**config.mk**
```make
export PLATFORM = sky130hd
export DESIGN_NAME = mem_port_arbiter
export DESIGN_NICKNAME = d
export VERILOG_FILES = /design/src/rtl/mem_port_arbiter.sv
export SDC_FILE = /design/constraint.sdc
export NUM_CORES = 1
export LEC_CHECK = 0
export ABC_AREA = 1
export ABC_CLOCK_PERIOD_IN_PS = 2400
export BUFFER_PORTS_ARGS = -buffer_cell sky130_fd_sc_hd__buf_2
export CAP_MARGIN = 40
export CORE_AREA = 2 2 149 151
export CTS_CLUSTER_DIAMETER = 150
export CTS_CLUSTER_SIZE = 24
export DETAILED_ROUTE_END_ITERATION = 8
export DIE_AREA = 0 0 151 153
export SYNTH_ARGS = -nofsm -noshare
export SYNTH_HDL_FRONTEND = slang
export SYNTH_SLANG_ARGS = --single-unit
export TNS_END_PERCENT = 30
```
**constraint.sdc**
```tcl
create_clock -name clk -period 2.4 [get_ports clk]
set_input_delay 0.12 -clock clk [delete_from_list [all_inputs] [get_ports clk]]
set_output_delay 0.12 -clock clk [all_outputs]
set_load 0.005 [all_outputs]
```
**src/rtl/mem_port_arbiter.sv**
```systemverilog
// Two-requester arbiter for a single-port, byte-enabled synchronous RAM.
// Data accesses win by default; a starvation counter forces a fetch grant
// after STARVE_MAX consecutive contested data grants. Read responses come
// back one cycle after the grant and are steered to the issuing requester.
//
// Handshake: a requester raises req with its address/data stable and holds
// them until the cycle its gnt is high; that cycle is the transfer. rvalid is
// a one-cycle pulse exactly one cycle after the grant, with no back-pressure.
module mem_port_arbiter #(
  parameter int ADDR_W     = 14,
  parameter int DATA_W     = 64,
  parameter int BE_W       = 8,
  parameter int STARVE_MAX = 4
) (
  input  logic              clk,
  input  logic              rst,
  input  logic              if_req,
  input  logic [ADDR_W-1:0] if_addr,
  output logic              if_gnt,
  output logic              if_rvalid,
  output logic [DATA_W-1:0] if_rdata,
  input  logic              d_req,
  input  logic [ADDR_W-1:0] d_addr,
  input  logic [BE_W-1:0]   d_we,
  input  logic [DATA_W-1:0] d_wdata,
  output logic              d_gnt,
  output logic              d_rvalid,
  output logic [DATA_W-1:0] d_rdata,
  output logic              ram_en,
  output logic [BE_W-1:0]   ram_we,
  output logic [ADDR_W-1:0] ram_addr,
  output logic [DATA_W-1:0] ram_wdata,
  input  logic [DATA_W-1:0] ram_rdata
);

  localparam int CNT_W = $clog2(STARVE_MAX + 1);
  localparam logic [CNT_W-1:0] CNT_MAX = CNT_W'(STARVE_MAX);

  // Who owns the RAM response arriving next cycle.
  typedef enum logic [1:0] {
    OWN_NONE = 2'd0,
    OWN_IF   = 2'd1,
    OWN_D_RD = 2'd2,
    OWN_D_WR = 2'd3
  } owner_e;

  owner_e           resp_owner;
  owner_e           owner_nxt;
  logic [CNT_W-1:0] starve_cnt;
  logic [CNT_W-1:0] cnt_nxt;
  logic             force_if;

  // Grant decision: data first unless fetch has been starved long enough.
  always_comb begin
    force_if = (starve_cnt == CNT_MAX);
    d_gnt    = 1'b0;
    if_gnt   = 1'b0;
    if (!rst) begin
      d_gnt  = d_req & ~(if_req & force_if);
      if_gnt = if_req & ~d_gnt;
    end
  end

  // Drive the RAM from whichever requester holds the grant; zeros when idle.
  always_comb begin
    ram_en    = if_gnt | d_gnt;
    ram_we    = '0;
    ram_addr  = '0;
    ram_wdata = '0;
    if (d_gnt) begin
      ram_we    = d_we;
      ram_addr  = d_addr;
      ram_wdata = d_wdata;
    end else if (if_gnt) begin
      ram_addr  = if_addr;
    end
  end

  // Next response owner and next starvation count from this cycle's grant.
  always_comb begin
    owner_nxt = OWN_NONE;
    if (if_gnt) begin
      owner_nxt = OWN_IF;
    end else if (d_gnt) begin
      owner_nxt = (|d_we) ? OWN_D_WR : OWN_D_RD;
    end
    cnt_nxt = starve_cnt;
    if (!if_req || if_gnt) begin
      cnt_nxt = '0;
    end else if (d_gnt && (starve_cnt != CNT_MAX)) begin
      cnt_nxt = starve_cnt + CNT_W'(1);
    end
  end

  // State registers: response owner and starvation counter.
  always_ff @(posedge clk) begin
    if (rst) begin
      resp_owner <= OWN_NONE;
      starve_cnt <= '0;
    end else begin
      resp_owner <= owner_nxt;
      starve_cnt <= cnt_nxt;
    end
  end

  // Steer the RAM read data to its owner; store acks return zero data.
  always_comb begin
    if_rvalid = (resp_owner == OWN_IF);
    d_rvalid  = (resp_owner == OWN_D_RD) || (resp_owner == OWN_D_WR);
    if_rdata  = (resp_owner == OWN_IF)   ? ram_rdata : '0;
    d_rdata   = (resp_owner == OWN_D_RD) ? ram_rdata : '0;
  end

endmodule

```
==> reports/results.ini, run 1 <==
[outcome]
status=complete, no violations

[floorplanning]
num_io_pins=387
coreArea_um2=21500
die_area_um2=23100
rows=54
die_w_um=151
initial_core_util_pct=8.99
fp.dieH_um=153

[yosys]
synth_cells=442
ys_types=22
avgSynthCellArea_um2=4.37
yosysWarningCount=0
synth-seq-area-share_pct=5.18
yosysTopAreaCell=nor2_1
yosys-top-cells-area=nor2_1 (39%), inv_1 (27%), nand2_1 (7.6%)
syn_area_um2=1930
ys_ff_latch=5
synth_nets=612
synth_top_area_share_pct=38.9

[worst_setup_path]
cp_cell_sequence=inv_1 -> ha_1 -> nand3_2 -> nand2_4 -> nor2_8 -> inv_8 -> nor2_1 -> buf_2
cp-end-kind=primary output
crit_type=flop to primary output
cp_top_family=simple AND/OR/NAND/NOR gates
critical_path.slowest_cell=dfxtp_1
arrival_ps=1920
cp.depth=8
reg2reg_depth=7
crit_path_start_kind=flop
crit_buf_inv=3
r2r-start=starve_cnt[0]
worst_ep_required_time_ps=2280
crit_path_start=starve_cnt[0]
crit_fanout=73
worstSetupEndpoint=ram_wdata[49]
r2r_end=resp_owner[0]
cpPeakStageDelay_ps=320
reg2reg_slack_ps=1020

[cts]
cts_resized=0
numCtsBuffers=3
ctsHtreeMaxLevel=1
root_buffer=clkbuf_16
post_cts_buffers=0
clk_latency_ps=230
cts_tree=done
clk_pin_slew_ps=30
clockBufferDepth=2
clock-sinks=5
postCtsHoldBufs=0

[grt]
grt_first_pass_wirelength_um=15100
overflow=0
grt_pass1_vias=3143
grt_usage_pct=8.06
grt_max_degree=74
antenna_found_initial=1

[detailed_routing]
dr.pass1.iters=4
drc_errors=0
vias_per_cell=3.40
drtIter0Drc=74
wl_per_cell_um=9.85
routed-via-count=3705
drt-total-wl_um=10700
ant_nets=0

[timing]
fin_tns_setup_ps=0
rsz0062_at_grt=no
min_period_ps=2040
hold_viol=0
finalCritPeriodShare_pct=84.8
tightest_slew_ps=633
slew_headroom_pct=57.8
fin_skew_ps=2.35
maxSlewViolCount=0
setup_viol=0
max_freq_mhz=491

[power]
power.switching_w=0.000343
intPower_w=0.000568
p_comb_share_pct=60.3
ir_worst_vdd_mv=0.246
switching_share_pct=37.7
seqPwrFrac_pct=9.7
p_leak_nw=3.26
power.clock.fraction_pct=30.0
powerDensity_nw_per_um2=219

[final_layout]
fillCellCount=2497
drive_gt1_share_pct=49.9
layout-area-overhead-vs-synth_pct=115
regArea_um2=100
multi_input_area_um2=1120
final_util_pct=19.3
final_cells=1091
antenna_cells=0
final_nets=982

[placement]
gp_congestion=0.819
dp_hpwl_um=9590
dp_cells=1087
io_buffers=386

[min_path]
worstHoldPathType=input port to flop

[run]
drv_cap=0

==> logic make-up after synthesis <==
kind of cell             Yosys count  synth area share, %
AO/OA/AOI/OAI                      2                0.518
XOR/XNOR                           1                0.453
adder cells (fa/ha/maj)            2                 1.30
buffers and inverters            166                 36.9
flip-flops                         5                 5.18
AND/OR/NAND/NOR                  266                 55.7
==> synth_stat cells (all sizes together) <==
master,count
inv,143
dfxtp,5
clkbuf,3
nand2,40
ha,2
buf,20
o21ai,1
nand3b,1
xor2,1
nand3,16
nor2,209
a21oi,1
==> worst reg2reg max path: stages, from the launching register on <==
cell and delay [ps]:
dfxtp_1 320, inv_1 70, ha_1 240, nand3_2 120, nand2_4 140, nor2_8 260
nand2_1 100, nand2_1 60
==> worst min path at each step <==
stage | start | endpoint | slack [ps] | depth (start not counted)
6_report | rst | resp_owner[1] | 200 | 2
5_1_grt | rst | resp_owner[1] | 220 | 2
4_1_cts | rst | resp_owner[1] | 210 | 2
3_5_place_dp | rst | resp_owner[1] | 430 | 2
3_3_place_gp | rst | resp_owner[1] | 450 | 2
2_1_floorplan | rst | resp_owner[1] | 190 | 1
==> placed cells by master (no fill, tap or decap) <==
| cell type | netlist | routed |
|---|---|---|
| dfxtp_1 | 5 | 5 |
| buf_12 | 0 | 1 |
| o21ai_0 | 1 | 1 |
| nand2_4 | 1 | 1 |
| nand3b_1 | 1 | 1 |
| ha_1 | 2 | 2 |
| inv_8 | 1 | 1 |
| nor2_8 | 1 | 1 |
| buf_4 | 1 | 1 |
| nand2_2 | 0 | 1 |
| nand3_2 | 1 | 1 |
| buf_2 | 11 | 386 |
| xor2_1 | 1 | 1 |
| nand3_1 | 15 | 15 |
| clkbuf_16 | 0 | 3 |
| clkbuf_1 | 3 | 1 |
| inv_1 | 141 | 141 |
| inv_2 | 1 | 1 |
| nor2_4 | 1 | 1 |
| nor2_1 | 200 | 200 |
| a21oi_1 | 1 | 1 |
| nand2_1 | 39 | 38 |
| nor2_2 | 7 | 7 |
==> cell type report <==
type                       count  area share, %
timing repair buffer         388           47.2
multi-input combinational    271           27.0
inverter                     143           13.1
tap                          280           8.43
sequential                     5           2.41
clock buffer                   4           1.90
==> metrics by stage <==
| stage | setup slack (ps) | hold slack [ps] | power (W) | cell area [µm²] |
|---|---|---|---|---|
| after floorplan | 1020 | 192 | 0.000336 | 1930 |
| after global placement | 601 | 451 | 0.000647 | 4080 |
| after detailed placement | 544 | 432 | 0.000648 | 4080 |
| after CTS | 300 | 205 | 0.000926 | 4160 |
| after global routing | 170 | 221 | 0.000999 | 4160 |
| final | 365 | 203 | 0.000911 | 4160 |
==> layer usage <==
metal / part of all wire (%) / GRT usage, % / vias up
li1: - / - / 1918
met1: 37 / 8.24 / 1537
met2: 52 / 17.1 / 237
met3: 10 / 1.16 / 11
met4: 0.53 / 0.890 / 2
met5: 0.15 / 0 / -
==> power by group through the flow <==
stage	Sequential, W	Clock (W)	Combinational, W
floorplan	0.0000891	0	0.000247
global placement	0.0000896	0	0.000557
detailed placement	0.0000898	0	0.000558
CTS	0.0000888	0.000276	0.000561
global route	0.0000892	0.000285	0.000625
finish	0.0000886	0.000273	0.000550
==> sequential cells by signal (all words and copies together) (netlist names) <==
signal      count
starve_cnt      3
resp_owner      2
Note: power is estimated with default switching activity, not from simulation.
==> run 2: changes to the inputs <==
Settings changed: ABC_CLOCK_PERIOD_IN_PS 2400 to 2000, CORE_AREA 2 2 149 151 to 2 2 150 152, DIE_AREA 0 0 151 153 to 0 0 152 154.
Clock period 2.4 ns to 2 ns, I/O delays scaled along.
==> run 2 against run 1 <==
  * First-iteration DRC count rose to 2.7 times the previous value
  * Via count down 0.89%
  * Critical path type unchanged
  * Non-clock buffer count grew 6
==> reports/results.ini, run 2 (synthesis gave the netlist of run 1 again) <==
[timing]
max_freq_mhz=529
hold_slack_ps=171
finalCritPeriodShare_pct=94.6
setup_viol=0
min_period_ps=1890
slew_headroom_pct=57.2
worst_slack_ps=108
fin_skew_ps=0.560
hold_viol=0
tightest_slew_ps=642
maxSlewViolCount=0
rsz0062_at_grt=yes

[placement]
dp_hpwl_um=9300
io_buffers=386
placed_cell_area_um2=4100
gp_congestion=0.788
post-place-ws_ps=256

[final_layout]
reg.largest.list=starve_cnt x3, resp_owner x2
fin_area_um2=4230
largest_reg_flops=3
fillCellCount=2551
final_util_pct=19.5
final_nets=988
layout-area-overhead-vs-synth_pct=119
drive_gt1_share_pct=50.6
top_register=starve_cnt
final_cell_mix=buf_2 (386), nor2_1 (198), inv_1 (141), nand2_1 (38), nand3_1 (15)
final_common_cell=buf_2

[min_path]
worstHoldPathType=input port to flop

[detailed_routing]
wl_per_cell_um=9.68
ant_nets=0
routed-via-count=3672
drc_errors=0
vias_per_cell=3.34
drtIter0Drc=200
drt-total-wl_um=10600
dr.pass1.iters=4

[floorplanning]
die_w_um=152
coreArea_um2=21700
num_io_pins=387
fp.dieH_um=154
initial_core_util_pct=8.91
die_area_um2=23400
rows=54

[grt]
grt_pass1_vias=3436
antenna_found_initial=1
grt_first_pass_wirelength_um=16200
grt_usage_pct=8.30
grt_max_degree=74
overflow=0

[power]
power.switching_w=0.000419
switching_share_pct=37.7
intPower_w=0.000693
p_leak_nw=3.30
report.power.total_w=0.00111
ir_worst_vdd_mv=0.204
powerDensity_nw_per_um2=263
p_comb_share_pct=60.7
power.clock.fraction_pct=29.7
seqPwrFrac_pct=9.6

[worst_setup_path]
cp-end-kind=primary output
crit_fanout=73
arrival_ps=1790
crit_path_start_kind=flop
worst_ep_required_time_ps=1900
crit_type=flop to primary output

[cts]
root_buffer=clkbuf_16
clk_pin_slew_ps=30
clock-sinks=5
numCtsBuffers=3
ctsHtreeMaxLevel=1
clk_latency_ps=230
postCtsHoldBufs=0
cts_tree=done
clockBufferDepth=2

[outcome]
status=complete, no violations

[run]
drv_cap=0

## run 2: area by class of cell
cell class	count	area, µm²	share of cell area [%]
Timing Repair Buffer	394	2010	47.5
Multi-Input combinational cell	271	1140	26.9
Inverter	143	553	13.1
Tap cell	280	350	8.28
Sequential cell	5	100	2.37
Clock buffer	4	78.8	1.86
Antenna cell	1	2.50	0.0592
## run 2: routing by layer
metal	GRT usage [%]	up-vias	part of all wire, %
li1	-	1932	-
met1	9.15	1500	39
met2	15.9	229	50
met3	1.55	11	8.3
met4	2.63	0	2.1
met5	0	-	0
## run 2: power by group through the flow
stage / Clock [W] / Sequential (W) / Combinational [W]
2_1_floorplan: 0 / 0.000107 / 0.000297
3_3_place_gp: 0 / 0.000108 / 0.000668
3_5_place_dp: 0 / 0.000108 / 0.000672
4_1_cts: 0.000340 / 0.000107 / 0.000676
5_1_grt: 0.000350 / 0.000107 / 0.000763
6_report: 0.000331 / 0.000106 / 0.000676
## run 2: final timing paths
| path | from | endpoint | slack [ps] | cells after the start |
|---|---|---|---|---|
| max | starve_cnt[0] | ram_wdata[49] | 110 | 8 |
| min reg2reg | starve_cnt[0] | starve_cnt[0] | 560 | 3 |
| max reg2reg | starve_cnt[0] | resp_owner[0] | 540 | 8 |
| min | rst | resp_owner[1] | 170 | 2 |
## run 2: repair_timing
| action | 4_1_cts | 5_1_grt |
|---|---|---|
| gates resized for setup | 0 | 6 |
| setup endpoints to repair | 0 | 73 |
| buffers inserted | 0 | 3 |
## run 2: per-stage QoR
step	setup TNS, ps	cells
CTS	0	1094
global route	-29.1	1098
floorplan	0	442
global placement	0	1090
detailed placement	0	1090
finish	0	1098
## run 2: critical path, stage by stage, from the launching register on
cell,delay (ps)
dfxtp_1,320
inv_1,60
ha_1,240
nand3_2,140
nand2_8,110
nor2_8,230
inv_16,110
nor2_1,150
buf_2,130
==> run 3: changes to the inputs <==
Settings changed: PLACE_DENSITY from default to 0.32.
==> run 3 against run 2 <==
  * Power increased by 2.5%
  * Clock skew increased by 0.88 ps
  * Critical path depth increased by 2
  * Core utilization increased by 0.54 points
  * Register-to-register slack about the same
  * Sequential share of layout area decreased by 0.064 points
  * Design area increased by 2.8%
  * Flip-flop and latch count unchanged
  * Clock power about the same
  * Global-route usage increased by 0.67 points
  * Critical endpoint is now ram_addr[6]
==> reports/results.ini, run 3 (synthesis gave the netlist of run 1 again) <==
[outcome]
status=complete, no violations

[cts]
clock-sinks=5
numCtsBuffers=3
clockBufferDepth=2
root_buffer=clkbuf_16
ctsHtreeMaxLevel=1
clk_latency_ps=230
clk_pin_slew_ps=30
cts_tree=done

[worst_setup_path]
crit_type=flop to primary output
cp-end-kind=primary output
arrival_ps=1770
reg2reg_depth=9
crit_fanout=7
worst_ep_required_time_ps=1900
crit_path_start_kind=flop

[final_layout]
reg.largest.list=starve_cnt x3, resp_owner x2
final_common_cell=buf_2
layout-area-overhead-vs-synth_pct=125
final_nets=998
fin_area_um2=4350
antenna_cells=0
final_cell_mix=buf_2 (386), nor2_1 (200), inv_1 (141), nand2_1 (38), nand3_1 (15)
top_register=starve_cnt
drive_gt1_share_pct=51.0
largest_reg_flops=3

[power]
p_comb_share_pct=61.5
seqPwrFrac_pct=9.3
p_leak_nw=3.36
ir_worst_vdd_mv=0.195
intPower_w=0.000707
power.clock.fraction_pct=29.2
powerDensity_nw_per_um2=262
switching_share_pct=38.0
power.switching_w=0.000433

[detailed_routing]
wl_per_cell_um=10.8
vias_per_cell=3.31
drt-total-wl_um=12000
ant_nets=0
drtIter0Drc=163
drc_errors=0
routed-via-count=3659
dr.pass1.iters=4

[min_path]
hold_depth=2
worstHoldPathType=input port to flop

[run]
drv_cap=0

[timing]
tightest_slew_ps=677
setup_viol=0
fin_tns_setup_ps=0
fin_skew_ps=1.44
maxSlewViolCount=0
slew_headroom_pct=54.8
finalCritPeriodShare_pct=93.4
max_freq_mhz=535
hold_viol=0
min_period_ps=1870
rsz0062_at_grt=no

[floorplanning]
initial_core_util_pct=8.91
die_area_um2=23400
num_io_pins=387
coreArea_um2=21700
die_w_um=152
fp.dieH_um=154
rows=54

[grt]
antenna_found_initial=0
overflow=0
grt_max_degree=74
grt_usage_pct=8.96
grt_first_pass_wirelength_um=17400
grt_pass1_vias=3366

[placement]
gp_congestion=0.733
placed_cell_area_um2=4120
dp_hpwl_um=10200
io_buffers=386

## run 3: power by group through the flow
stage	sequential [W]	clock, W	combinational (W)
detailed placement	0.000108	0	0.000683
global route	0.000107	0.000345	0.000793
finish	0.000107	0.000332	0.000701
global placement	0.000108	0	0.000696
floorplan	0.000107	0	0.000297
CTS	0.000107	0.000339	0.000686
## run 3: path summary, 6_finish.rpt
check        slack (ps)     startpoint            end
max                 130  starve_cnt[0]    ram_addr[6]
min                 180            rst  resp_owner[1]
max reg2reg         540  starve_cnt[0]  resp_owner[0]
min reg2reg         600  starve_cnt[2]  starve_cnt[1]
## run 3: worst max-delay path, stage by stage, from the launching register on
cell and delay [ps]:
dfxtp_1 320, inv_1 80, ha_4 190, nand3_4 110, nand2_8 80, nor2_8 270
buf_6 140, buf_6 100, nand2_1 50, nand2_1 70, buf_2 120
## run 3: metrics by stage
step	util (%)	cells	total power (W)	hold slack, ps	worst slack (ps)
after global placement	19.0	1093	0.000804	421	295
after global routing	20.0	1107	0.00125	194	5.29
after CTS	19.4	1097	0.00113	192	30.9
final	20.0	1107	0.00114	176	131
after floorplan	-	442	0.000404	172	645
after detailed placement	19.0	1093	0.000791	430	277
## run 3: layout make-up
cell class | count | area, µm²
inverter | 143 | 563
multi-input combinational | 271 | 1150
sequential | 5 | 100
timing repair inverter | 1 | 11.3
timing repair buffer | 403 | 2090
tap | 280 | 350
clock buffer | 4 | 78.8
fill | 2604 | 17300
## run 3: routing by layer
layer / track usage (%) / share of wire (%)
met3: 2.00 / 8.1
met2: 18.4 / 54
met1: 9.19 / 36
met5: 0 / 0
met4: 1.69 / 1.1
## run 3: timing repair
| action | in CTS | in global routing |
|---|---|---|
| hold buffers | 0 | 0 |
| buffers inserted | 0 | 9 |
| gates resized for setup | 0 | 9 |
| setup endpoints to repair | 0 | 77 |
